File: config.mk
export PLATFORM = sky130hd
export DESIGN_NAME = mem_port_arbiter
export DESIGN_NICKNAME = d
export VERILOG_FILES = /design/src/rtl/mem_arb_pkg.sv /design/src/rtl/arb_starve_counter.sv /design/src/rtl/mem_port_arbiter.sv
export SDC_FILE = /design/constraint.sdc
export NUM_CORES = 1
export LEC_CHECK = 0
export CORE_ASPECT_RATIO = 1.2
export CORE_MARGIN = 8
export CORE_UTILIZATION = 36
export CTS_CLUSTER_DIAMETER = 200
export DETAILED_ROUTE_END_ITERATION = 6
export PLACE_DENSITY = 0.87
export SLEW_MARGIN = 15
export SYNTH_ARGS = -nofsm -noshare
export SYNTH_HDL_FRONTEND = slang
export SYNTH_SLANG_ARGS = --single-unit
File: constraint.sdc
create_clock -name clk -period 2.07 [get_ports clk]
set_input_delay 0.414 -clock clk [delete_from_list [all_inputs] [get_ports clk]]
set_output_delay 0.414 -clock clk [all_outputs]
set_load 0.02 [all_outputs]
File: src/rtl/mem_arb_pkg.sv
// Shared types and constants for the unified memory-port arbiter.
// Enum encodings are explicit so state/owner values are stable in every build.
package mem_arb_pkg;

    localparam int ARB_ADDR_W   = 32;
    localparam int ARB_DATA_W   = 32;
    localparam int ARB_BE_W     = ARB_DATA_W / 8;
    localparam int ARB_MAX_WAIT = 4;

    function automatic int wait_cnt_width(input int max_wait);
        return $clog2(max_wait + 1);
    endfunction

    localparam int WAIT_CNT_W = wait_cnt_width(ARB_MAX_WAIT);

    typedef enum logic [1:0] {
        IDLE = 2'd0,
        REQ  = 2'd1,
        RESP = 2'd2
    } arb_state_t;

    typedef enum logic [1:0] {
        OWN_NONE = 2'd0,
        OWN_IF   = 2'd1,
        OWN_D    = 2'd2
    } arb_owner_t;

    typedef struct packed {
        logic                  we;
        logic [ARB_ADDR_W-1:0] addr;
        logic [ARB_DATA_W-1:0] wdata;
        logic [ARB_BE_W-1:0]   be;
    } mem_req_t;

endpackage

File: src/rtl/arb_starve_counter.sv
// Saturating count of consecutive arbitrations lost by instruction fetch.
// at_max tells the arbiter to force the next fetch grant.
module arb_starve_counter
    import mem_arb_pkg::*;
#(
    parameter int MAX_WAIT = ARB_MAX_WAIT,
    parameter int CNT_W    = WAIT_CNT_W
) (
    input  logic clk,
    input  logic rst_n,
    input  logic inc,
    input  logic clr,
    output logic at_max
);

    localparam logic [CNT_W-1:0] MAX_V = CNT_W'(MAX_WAIT);

    logic [CNT_W-1:0] cnt_r;

    // Clear wins over increment; the count saturates at MAX_WAIT.
    always_ff @(posedge clk) begin
        if (!rst_n) begin
            cnt_r <= '0;
        end else if (clr) begin
            cnt_r <= '0;
        end else if (inc && (cnt_r != MAX_V)) begin
            cnt_r <= cnt_r + CNT_W'(1);
        end else begin
            cnt_r <= cnt_r;
        end
    end

    assign at_max = (cnt_r == MAX_V);

endmodule

File: src/rtl/mem_port_arbiter.sv
// Arbitrates fetch and data requesters onto one memory port, one transaction
// outstanding, data priority with a fetch anti-starvation override.
module mem_port_arbiter
    import mem_arb_pkg::*;
#(
    parameter int ADDR_W   = ARB_ADDR_W,
    parameter int DATA_W   = ARB_DATA_W,
    parameter int MAX_WAIT = ARB_MAX_WAIT
) (
    input  logic                  clk,
    input  logic                  rst_n,
    input  logic                  if_req,
    input  logic [ADDR_W-1:0]     if_addr,
    input  logic                  if_flush,
    output logic                  if_rvalid,
    output logic [DATA_W-1:0]     if_rdata,
    output logic                  if_stall,
    input  logic                  d_req,
    input  logic                  d_we,
    input  logic [ADDR_W-1:0]     d_addr,
    input  logic [DATA_W-1:0]     d_wdata,
    input  logic [DATA_W/8-1:0]   d_be,
    output logic                  d_rvalid,
    output logic [DATA_W-1:0]     d_rdata,
    output logic                  d_stall,
    output logic                  mem_req,
    output logic                  mem_we,
    output logic [ADDR_W-1:0]     mem_addr,
    output logic [DATA_W-1:0]     mem_wdata,
    output logic [DATA_W/8-1:0]   mem_be,
    input  logic                  mem_gnt,
    input  logic                  mem_rvalid,
    input  logic [DATA_W-1:0]     mem_rdata
);

    localparam int BE_W = DATA_W / 8;

    arb_state_t state_r, state_nxt_s;
    arb_owner_t owner_r, owner_nxt_s;
    logic       killed_r, killed_nxt_s;
    logic       mem_req_r, mem_req_nxt_s;
    mem_req_t   req_r, req_nxt_s;
    logic       if_ok_s, at_max_s, inc_s, clr_s;
    logic       if_rvalid_s, d_rvalid_s;

    assign if_ok_s = if_req && !if_flush;

    arb_starve_counter #(
        .MAX_WAIT (MAX_WAIT),
        .CNT_W    (wait_cnt_width(MAX_WAIT))
    ) u_starve (
        .clk    (clk),
        .rst_n  (rst_n),
        .inc    (inc_s),
        .clr    (clr_s),
        .at_max (at_max_s)
    );

    // Next-state, request capture and response steering.
    always_comb begin
        state_nxt_s   = state_r;
        owner_nxt_s   = owner_r;
        killed_nxt_s  = killed_r;
        mem_req_nxt_s = mem_req_r;
        req_nxt_s     = req_r;
        inc_s         = 1'b0;
        clr_s         = 1'b0;
        if_rvalid_s   = 1'b0;
        d_rvalid_s    = 1'b0;
        case (state_r)
            IDLE: begin
                killed_nxt_s = 1'b0;
                if (if_ok_s && (at_max_s || !d_req)) begin
                    req_nxt_s.we    = 1'b0;
                    req_nxt_s.addr  = ARB_ADDR_W'(if_addr);
                    req_nxt_s.wdata = '0;
                    req_nxt_s.be    = '1;
                    mem_req_nxt_s   = 1'b1;
                    owner_nxt_s     = OWN_IF;
                    state_nxt_s     = REQ;
                    clr_s           = 1'b1;
                end else if (d_req) begin
                    req_nxt_s.we    = d_we;
                    req_nxt_s.addr  = ARB_ADDR_W'(d_addr);
                    req_nxt_s.wdata = ARB_DATA_W'(d_wdata);
                    req_nxt_s.be    = d_we ? ARB_BE_W'(d_be) : '1;
                    mem_req_nxt_s   = 1'b1;
                    owner_nxt_s     = OWN_D;
                    state_nxt_s     = REQ;
                    inc_s           = if_ok_s;
                end else begin
                    owner_nxt_s     = OWN_NONE;
                end
            end
            REQ: begin
                if (if_flush && (owner_r == OWN_IF)) begin
                    killed_nxt_s = 1'b1;
                end else begin
                    killed_nxt_s = killed_r;
                end
                if (mem_gnt) begin
                    mem_req_nxt_s = 1'b0;
                    state_nxt_s   = RESP;
                end else begin
                    state_nxt_s   = REQ;
                end
            end
            RESP: begin
                if (if_flush && (owner_r == OWN_IF)) begin
                    killed_nxt_s = 1'b1;
                end else begin
                    killed_nxt_s = killed_r;
                end
                // A flush arriving with the response still kills the fetch.
                if (mem_rvalid) begin
                    if_rvalid_s  = (owner_r == OWN_IF) && !killed_r && !if_flush;
                    d_rvalid_s   = (owner_r == OWN_D);
                    owner_nxt_s  = OWN_NONE;
                    killed_nxt_s = 1'b0;
                    state_nxt_s  = IDLE;
                end else begin
                    state_nxt_s  = RESP;
                end
            end
            default: begin
                state_nxt_s   = IDLE;
                owner_nxt_s   = OWN_NONE;
                killed_nxt_s  = 1'b0;
                mem_req_nxt_s = 1'b0;
            end
        endcase
    end

    // State and downstream request registers.
    always_ff @(posedge clk) begin
        if (!rst_n) begin
            state_r   <= IDLE;
            owner_r   <= OWN_NONE;
            killed_r  <= 1'b0;
            mem_req_r <= 1'b0;
            req_r     <= '0;
        end else begin
            state_r   <= state_nxt_s;
            owner_r   <= owner_nxt_s;
            killed_r  <= killed_nxt_s;
            mem_req_r <= mem_req_nxt_s;
            req_r     <= req_nxt_s;
        end
    end

    assign mem_req   = mem_req_r;
    assign mem_we    = req_r.we;
    assign mem_addr  = ADDR_W'(req_r.addr);
    assign mem_wdata = DATA_W'(req_r.wdata);
    assign mem_be    = BE_W'(req_r.be);

    assign if_rvalid = if_rvalid_s;
    assign d_rvalid  = d_rvalid_s;
    assign if_rdata  = mem_rdata;
    assign d_rdata   = mem_rdata;
    assign if_stall  = if_req && !if_rvalid_s;
    assign d_stall   = d_req && !d_rvalid_s;

endmodule

# Yosys cells after proc, flatten, opt, wreduce, memory -nomap -nowiden
# Index checks and enable logic that the tools add are counted.
# W data, S select, Z words.
[word_totals]
regBits = 78
in_bits = 140
out_inout_bits = 138
elab_cells = 70
[op_classes]
add_sub_neg = 1
eq_ne = 9
mux = 28
bitwise = 3
reduce_logical = 20
[ops]
columns = ["cell", "n"]
rows = [
  ["$mux W69", 2],
  ["$mux W1", 14],
  ["$mux W2", 7],
  ["$pmux W2 S3", 2],
  ["$logic_and A1 B1 Y1", 8],
  ["$ne A3 B3 Y1 const B", 2],
  ["$logic_not A1 Y1", 5],
  ["$eq A2 B1 Y1 const B", 2],
  ["$eq A2 B2 Y1 const B", 2],
  ["$mux W4", 1],
  ["$ne A2 B2 Y1 const B", 2],
  ["$reduce_and A2 Y1", 2],
  ["$add A3 B1 Y3 const B", 1],
  ["$eq A3 B3 Y1 const B", 1],
  ["$not A1 Y1", 3],
  ["$pmux W1 S3", 1],
  ["$reduce_and A3 Y1", 1],
  ["$logic_not A2 Y1", 1],
  ["$pmux W1 S2", 1],
  ["$reduce_bool A2 Y1", 1],
  ["$reduce_or A2 Y1", 1],
  ["$logic_or A1 B1 Y1", 1],
]

# Longest topological paths before layout
# Gate-level depths: netlist of run 1.
[depth]
ltp_word = 7
ltp_mapped = 7
depth_no_buf = 6

# Hierarchy
# A second synthesis of run 1 with hierarchy kept.
[hier_totals]
cells_unflattened = 434
hier_area_um2 = 3743.6
[modules_own_cells]
columns = ["mod", "n_inst", "cells_per_inst", "area_each_um2", "seq_area_each_um2"]
rows = [
  ["mem_port_arbiter", 1, 416, 3555.9, 1501.4],
  ["arb_starve_counter", 1, 18, 187.7, 60.1],
]

# Least setup slack after synthesis of run 1
# Ideal clock, no wire load.
[synth_path]
path_type = "register to output"
start = "reg state_r[0]"
end = "out if_stall"
arrival_ps = 1622
required_time_ps = 1656
slack_ps = 34
stages_incl_launch_ff = 6
path_buffers = 0
path_cell_list = "dfxtp_1 inv_1 ha_1 nand2_1 nor4_1 nor2b_1"
[synth_via]
elab_chain_len = 4
[synth_lines]
columns = ["item", "line_no", "text"]
rows = [
  ["from (decl)", "mem_port_arbiter.sv:38", "arb_state_t state_r, state_nxt_s;"],
  ["from (signal assigned)", "mem_port_arbiter.sv:143", "state_r <= state_nxt_s;"],
  ["$eq A2 B2 Y1", "mem_port_arbiter.sv:70", "case (state_r)"],
  ["$mux W1", "mem_port_arbiter.sv:70", ""],
  ["via if_rvalid", "mem_port_arbiter.sv:15", "output logic if_rvalid,"],
  ["$logic_not A1 Y1", "mem_port_arbiter.sv:161", "assign if_stall = if_req && !if_rvalid_s;"],
  ["$logic_and A1 B1 Y1", "mem_port_arbiter.sv:161", ""],
  ["to (decl)", "mem_port_arbiter.sv:17", "output logic if_stall,"],
]
# The timed path passes the listed nets, and every way through them passes these cells.

# Worst setup path after layout of run 1
[layout_path]
start = "reg state_r[0]"
end = "out d_stall"
[layout_via]
elab_chain_len = 4
[layout_lines]
columns = ["item", "line_no", "text"]
rows = [
  ["$eq A2 B2 Y1", "mem_port_arbiter.sv:70", ""],
  ["$mux W1", "mem_port_arbiter.sv:70", ""],
  ["$logic_not A1 Y1", "mem_port_arbiter.sv:162", "assign d_stall = d_req && !d_rvalid_s;"],
  ["$logic_and A1 B1 Y1", "mem_port_arbiter.sv:162", ""],
  ["to (decl)", "mem_port_arbiter.sv:25", "output logic d_stall,"],
]
# No other way between the ends.

==> results.sh, run 1 <==
export IMPL_status="completed"
export IMPL_finalHoldViolCount=0
export IMPL_synth_main_ff_cell="dfxtp_1"
export IMPL_synth_seq_cells=78
export IMPL_crit_start="state_r[0]"
export IMPL_worst_setup_path_end_kind="primary output"
export IMPL_dpl_instance_area_mm2=0.00546
export IMPL_clock_skew_ps=7.86
export IMPL_grt_max_degree=65
export IMPL_yosys_warnings=0
export IMPL_max_slew_margin_pct=69.1
export IMPL_combPwrFrac_pct=28.9
export IMPL_worstPathMaxFanout=3
export IMPL_routedWlPerCell_um=15.9
export IMPL_cts_buffers=9
export IMPL_drtIter0Drc=133
export IMPL_max_freq_mhz=503
export IMPL_postLayoutCellArea_mm2=0.00577
export IMPL_synth_area_mm2=0.00404
export IMPL_htreeDepth=3
export IMPL_hold_path_class="reg2reg"
export IMPL_ff_latch_area_mm2=0.00156
export IMPL_wl_met3_um=1040
export IMPL_routed_wl_um=11500
export IMPL_tightest_slew_ps=460
export IMPL_ir_worst_vdd_v=0.000350
export IMPL_grt_overflow=0
export IMPL_fin_total_pwr_mw=4.68
export IMPL_fin_nets=732
export IMPL_critical_path_max_stage_delay_ps=340
export IMPL_port_buffers=181
export IMPL_n_fill_cell=958
export IMPL_start_util_pct=36.8
export IMPL_path_clk_slew_ps=60
export IMPL_globalRouteTotalUtil_pct=15.5
export IMPL_startpoint_type="flop"
export IMPL_routabilityCongestion=0.775
export IMPL_drv_cap=0
export IMPL_dr_max_layer_used="met4"
export IMPL_min_delay_start="mem_wdata[8]"
export IMPL_grt_pass1_wl_um=19100
export IMPL_synthCells=479
export IMPL_yosysSeqAreaShare_pct=38.6
export IMPL_die_area_mm2=0.0149
export IMPL_setup_violations=0
export IMPL_ys_types=38
export IMPL_cpLargestDelayFamily="buffers and inverters"
export IMPL_crit_path_top_delay_cell="dfxtp_1"
export IMPL_seq_power_share_pct=37.5
export IMPL_core_area_mm2=0.0110
export IMPL_n_antenna_cell=0
export IMPL_synth_edf_count=0
export IMPL_vias=3601
export IMPL_p_leak_nw=2.17
export IMPL_rows=42
export IMPL_avgSynthCellArea_um2=8.44
export IMPL_viasPerCell=4.98
export IMPL_remaining_drc_errors=0
export IMPL_die_width_um=113
export IMPL_required_ps=1660
export IMPL_hpwl_um=8830
export IMPL_wl_met2_um=5580
export IMPL_power_internal_mw=3.31
export IMPL_cp_arrival_ps=1570
export IMPL_multi_input_area_mm2=0.00177
export IMPL_fin_crit_ps=1990
export IMPL_drt_pass1_iter_count=5
export IMPL_finalMaxSlewViolations=0
export IMPL_fin_crit_sh_pct=96.1
export IMPL_num_io_pins=278
export IMPL_cts_sinks=78
export IMPL_wl_met1_um=4500
export IMPL_pwr_density_cell_mw_per_mm2=811
export IMPL_cp_num_buf_inv=2
export IMPL_antenna_found_initial=0
export IMPL_areaGrowthSynthToFinish_pct=42.9
export IMPL_syn_nets=625
export IMPL_p_sw_share_pct=29.4
export IMPL_rsz0062_at_grt="false"
export IMPL_die_y_um=132
export IMPL_crit_type="reg2out"
export IMPL_p_sw_mw=1.38
export IMPL_antenna_left=0
export IMPL_cp_cell_sequence="inv_1 -> ha_2 -> nand2_1 -> nor3_2 -> nor2b_1 -> clkdlybuf4s15_1"
export IMPL_cts_tree="yes"
export IMPL_clockRootBuffer="clkbuf_16"
export IMPL_post_cts_buffers=0
export IMPL_insertion_delay_ps=330
export IMPL_grt_pass1_vias=3890
export IMPL_rr_startpoint="state_r[1]"
export IMPL_drive_gt1_share_pct=12.4
export IMPL_cts_buffer_depth=2
export IMPL_async_reset_ff_share_pct=0
export IMPL_fin_util_pct=52.6
export IMPL_pwr_share_clk_pct=33.6
## kinds of logic after synthesis
family	synth area share [%]
AND/OR/NAND/NOR	17.2
multiplexers	0.495
buffers and inverters	18.4
flip-flops	38.6
AO/OA/AOI/OAI	23.4
adder cells (fa/ha/maj)	1.86
## per-layer routing
layer	track usage [%]	vias up
met5	0	-
met4	8.41	0
met3	5.50	38
met2	26.4	160
met1	16.2	1636
li1	-	1767
## state kept, by name (all words and copies together), names as in the netlist
name,count
owner_r,2
killed_r,1
mem_req,1
mem_addr,32
u_starve.cnt_r,3
mem_we,1
mem_be,4
state_r,2
mem_wdata,32
## power by group through the flow
stage	sequential, mW	clock (mW)	combinational (mW)
after floorplan	1.98	0	0.712
after global placement	1.78	0	1.33
after detailed placement	1.79	0	1.36
after CTS	1.76	1.64	1.37
after global routing	1.78	1.69	1.46
final	1.76	1.58	1.35
## area by class of cell
type / count / share of cell area [%]
clock buffer: 11 / 4.20
clock inverter: 5 / 1.02
inverter: 6 / 0.390
multi-input combinational: 297 / 30.6
sequential: 78 / 27.1
tap: 132 / 2.86
timing repair buffer: 194 / 33.9
## timing repair
action,in CTS,in global routing
gates resized for setup,10,4
pin swaps,0,0
hold buffers,0,0
setup endpoints to repair,4,4
## worst reg2reg max path: cells and delay by family (launching register included)
kind                       cells  cell delay (ps)
buffers and inverters          1               70
DFF                            1              340
adders and majority gates      1              370
AOI/OAI and AO/OA              2              350
and+or+nand+nor                1              420
## metrics by stage
stage	setup WS, ps	hold slack (ps)	TNS (ps)	std cells
after global placement	-273	452	-849	707
after CTS	5.70	473	0	723
after global routing	17.8	501	0	723
final	81.3	469	0	723
after floorplan	34.3	458	0	479
after detailed placement	-388	465	-1280	707
## placed cells by master (no fill, tap or decap), types with 2 or more instances in the layout
| cell | n |
|---|---|
| nand2b_1 | 2 |
| nand3_1 | 2 |
| inv_1 | 6 |
| mux2i_1 | 2 |
| buf_4 | 8 |
| o22ai_1 | 3 |
| clkinvlp_4 | 2 |
| o22ai_2 | 30 |
| a21oi_1 | 7 |
| ha_1 | 5 |
| nand2_1 | 139 |
| a21boi_0 | 3 |
| o21ai_0 | 37 |
| a31oi_1 | 33 |
| nor3_1 | 2 |
| buf_12 | 5 |
| clkdlybuf4s50_1 | 176 |
| nor2b_1 | 6 |
| dfxtp_1 | 77 |
| clkbuf_16 | 9 |
| clkbuf_2 | 2 |
| nor2_1 | 6 |
## synthesized netlist by cell type (6+ instances only)
library cell | number | share of area, %
inv_1 | 6 | 0.56
o22ai_2 | 30 | 9.3
nor2_1 | 6 | 0.56
dfxtp_1 | 78 | 39
a31oi_1 | 33 | 5.1
buf_4 | 70 | 13
o21ai_0 | 37 | 4.6
clkbuf_1 | 11 | 1.0
a21oi_1 | 7 | 0.87
buf_6 | 11 | 3.1
nand2_1 | 139 | 13
ha_1 | 6 | 1.9
nor2b_1 | 6 | 0.93
buf_2 | 6 | 0.74
## final timing paths
kind             endpoint  slack [ps]  cells after the start
max               d_stall          80                      6
min          mem_wdata[8]         470                      2
max reg2reg       mem_req         410                      5
min reg2reg  mem_wdata[8]         470                      2
Power figures use the tool's default switching activity.
==> run 2, diff against run 1 <==
--- a/config.mk
+++ b/config.mk
@@ -11,6 +11,7 @@
 export CTS_CLUSTER_DIAMETER = 200
 export DETAILED_ROUTE_END_ITERATION = 6
 export PLACE_DENSITY = 0.87
+export SETUP_SLACK_MARGIN = 0.3
 export SLEW_MARGIN = 15
 export SYNTH_ARGS = -nofsm -noshare
 export SYNTH_HDL_FRONTEND = slang
==> results.sh, run 2 (same netlist as run 1, synthesis figures left out) <==
export IMPL_crit_type="reg2out"
export IMPL_setup_violations=0
export IMPL_tightest_slew_ps=503
export IMPL_hpwl_um=9250
export IMPL_start_util_pct=36.8
export IMPL_max_slew_margin_pct=66.2
export IMPL_grt_pass1_vias=3813
export IMPL_antenna_left=0
export IMPL_most_common_layout_cells="clkdlybuf4s50_1 (171), nand2_1 (138), dfxtp_1 (75)"
export IMPL_rr_startpoint="state_r[0]"
export IMPL_grt_overflow=0
export IMPL_post_place_cells=709
export IMPL_final_cell_count_no_fill=730
export IMPL_status="completed"
export IMPL_hold_path_end="mem_wdata[7]"
export IMPL_cts_buffers=9
export IMPL_pwr_density_cell_mw_per_mm2=801
export IMPL_drive_gt1_share_pct=14.7
export IMPL_n_antenna_cell=0
export IMPL_r2r_end="owner_r[1]"
export IMPL_startpoint_type="flop"
export IMPL_grt_max_degree=62
export IMPL_max_freq_mhz=563
export IMPL_ir_worst_vdd_v=0.000451
export IMPL_min_delay_start="mem_wdata[7]"
export IMPL_drt_pass1_iter_count=4
export IMPL_fin_crit_sh_pct=85.8
export IMPL_globalRouteTotalUtil_pct=15.9
export IMPL_path_clk_slew_ps=60
export IMPL_ff_latch_area_mm2=0.00157
export IMPL_finalMaxSlewViolations=0
export IMPL_grt_pass1_wl_um=19200
export IMPL_reg2reg_slack_ps=370
export IMPL_viasPerCell=5.12
export IMPL_rows=42
export IMPL_insertion_delay_ps=330
export IMPL_areaGrowthSynthToFinish_pct=46.5
export IMPL_cts_sinks=78
export IMPL_drv_cap=0
export IMPL_cts_tree="yes"
export IMPL_required_ps=1660
export IMPL_die_area_mm2=0.0149
export IMPL_cts_hold_buf=0
export IMPL_port_buffers=181
export IMPL_worst_setup_path_end_kind="primary output"
export IMPL_die_y_um=132
export IMPL_remaining_drc_errors=0
export IMPL_multi_input_area_mm2=0.00180
export IMPL_fin_crit_ps=1780
export IMPL_finalHoldViolCount=0
export IMPL_routed_wl_um=12500
export IMPL_hold_path_class="reg2reg"
export IMPL_finalSetupTns_ps=0
export IMPL_routedWlPerCell_um=17.1
export IMPL_cp_arrival_ps=1360
export IMPL_routabilityCongestion=0.755
export IMPL_num_io_pins=278
export IMPL_worstPathMaxFanout=2
export IMPL_p_leak_nw=2.27
export IMPL_r2r_cells=9
export IMPL_vias=3738
export IMPL_rsz0062_at_grt="true"
export IMPL_layout_commonest_cell="clkdlybuf4s50_1"
export IMPL_fin_nets=740
export IMPL_cts_buffer_depth=2
export IMPL_die_width_um=113
export IMPL_core_area_mm2=0.0110
export IMPL_antenna_found_initial=0
export IMPL_n_fill_cell=933
export IMPL_fin_hold_ws_ps=472
export IMPL_hold_depth=2
export IMPL_drtIter0Drc=155
export IMPL_clockRootBuffer="clkbuf_16"
export IMPL_htreeDepth=3
export IMPL_clock_skew_ps=5.47
==> run 2: how the worst max path moves through the flow <==
stage	start	endpoint	slack, ps	cells after the start
floorplan	state_r[0]	if_stall	320	5
global placement	if_flush	if_rvalid	-290	3
detailed placement	if_flush	if_rvalid	-290	3
CTS	state_r[0]	if_stall	220	6
global route	state_r[0]	if_stall	230	6
finish	state_r[0]	if_stall	290	6
==> run 2: area by class of cell <==
| type | instances | area share, % |
|---|---|---|
| Timing Repair Buffer | 202 | 35.1 |
| Multi-Input combinational cell | 297 | 30.4 |
| Sequential cell | 78 | 26.4 |
| Clock buffer | 9 | 3.80 |
| Tap cell | 132 | 2.79 |
| Clock inverter | 6 | 1.08 |
| Inverter | 6 | 0.380 |
==> run 2: critical path: stages, from the launching register on <==
cell and delay, ps:
dfxtp_2 330, inv_2 70, ha_4 150, nand2_4 60, nor4_4 180, nor2b_1 80
buf_4 160
==> run 2: report_power, final <==
group,switching [mW],internal [mW]
Clock,0.608,0.924
Combinational,0.718,0.730
Sequential,0.0895,1.67
Total,1.42,3.33
==> run 2: metrics by stage <==
stage	setup WS, ps	total power [mW]	utilization, %	area [um2]
floorplan	317	2.69	-	4050
CTS	218	4.72	52.8	5800
global route	229	4.98	53.9	5920
detailed placement	-291	3.16	50.0	5490
finish	294	4.74	53.9	5920
global placement	-293	3.12	50.0	5490
==> run 2: per-layer routing <==
layer / GRT usage, % / vias up / part of all wire, %
li1: - / 1788 / -
met1: 15.6 / 1720 / 37
met2: 27.2 / 192 / 49
met3: 7.33 / 38 / 11
met4: 9.02 / 0 / 3.2
met5: 0 / - / 0
==> run 2: what timing repair did <==
item / CTS / global route
setup buffers: 1 / 3
endpoints found under the setup margin: 5 / 19
pin swaps: 3 / 2
gates resized for setup: 28 / 9
gates cloned: 0 / 2
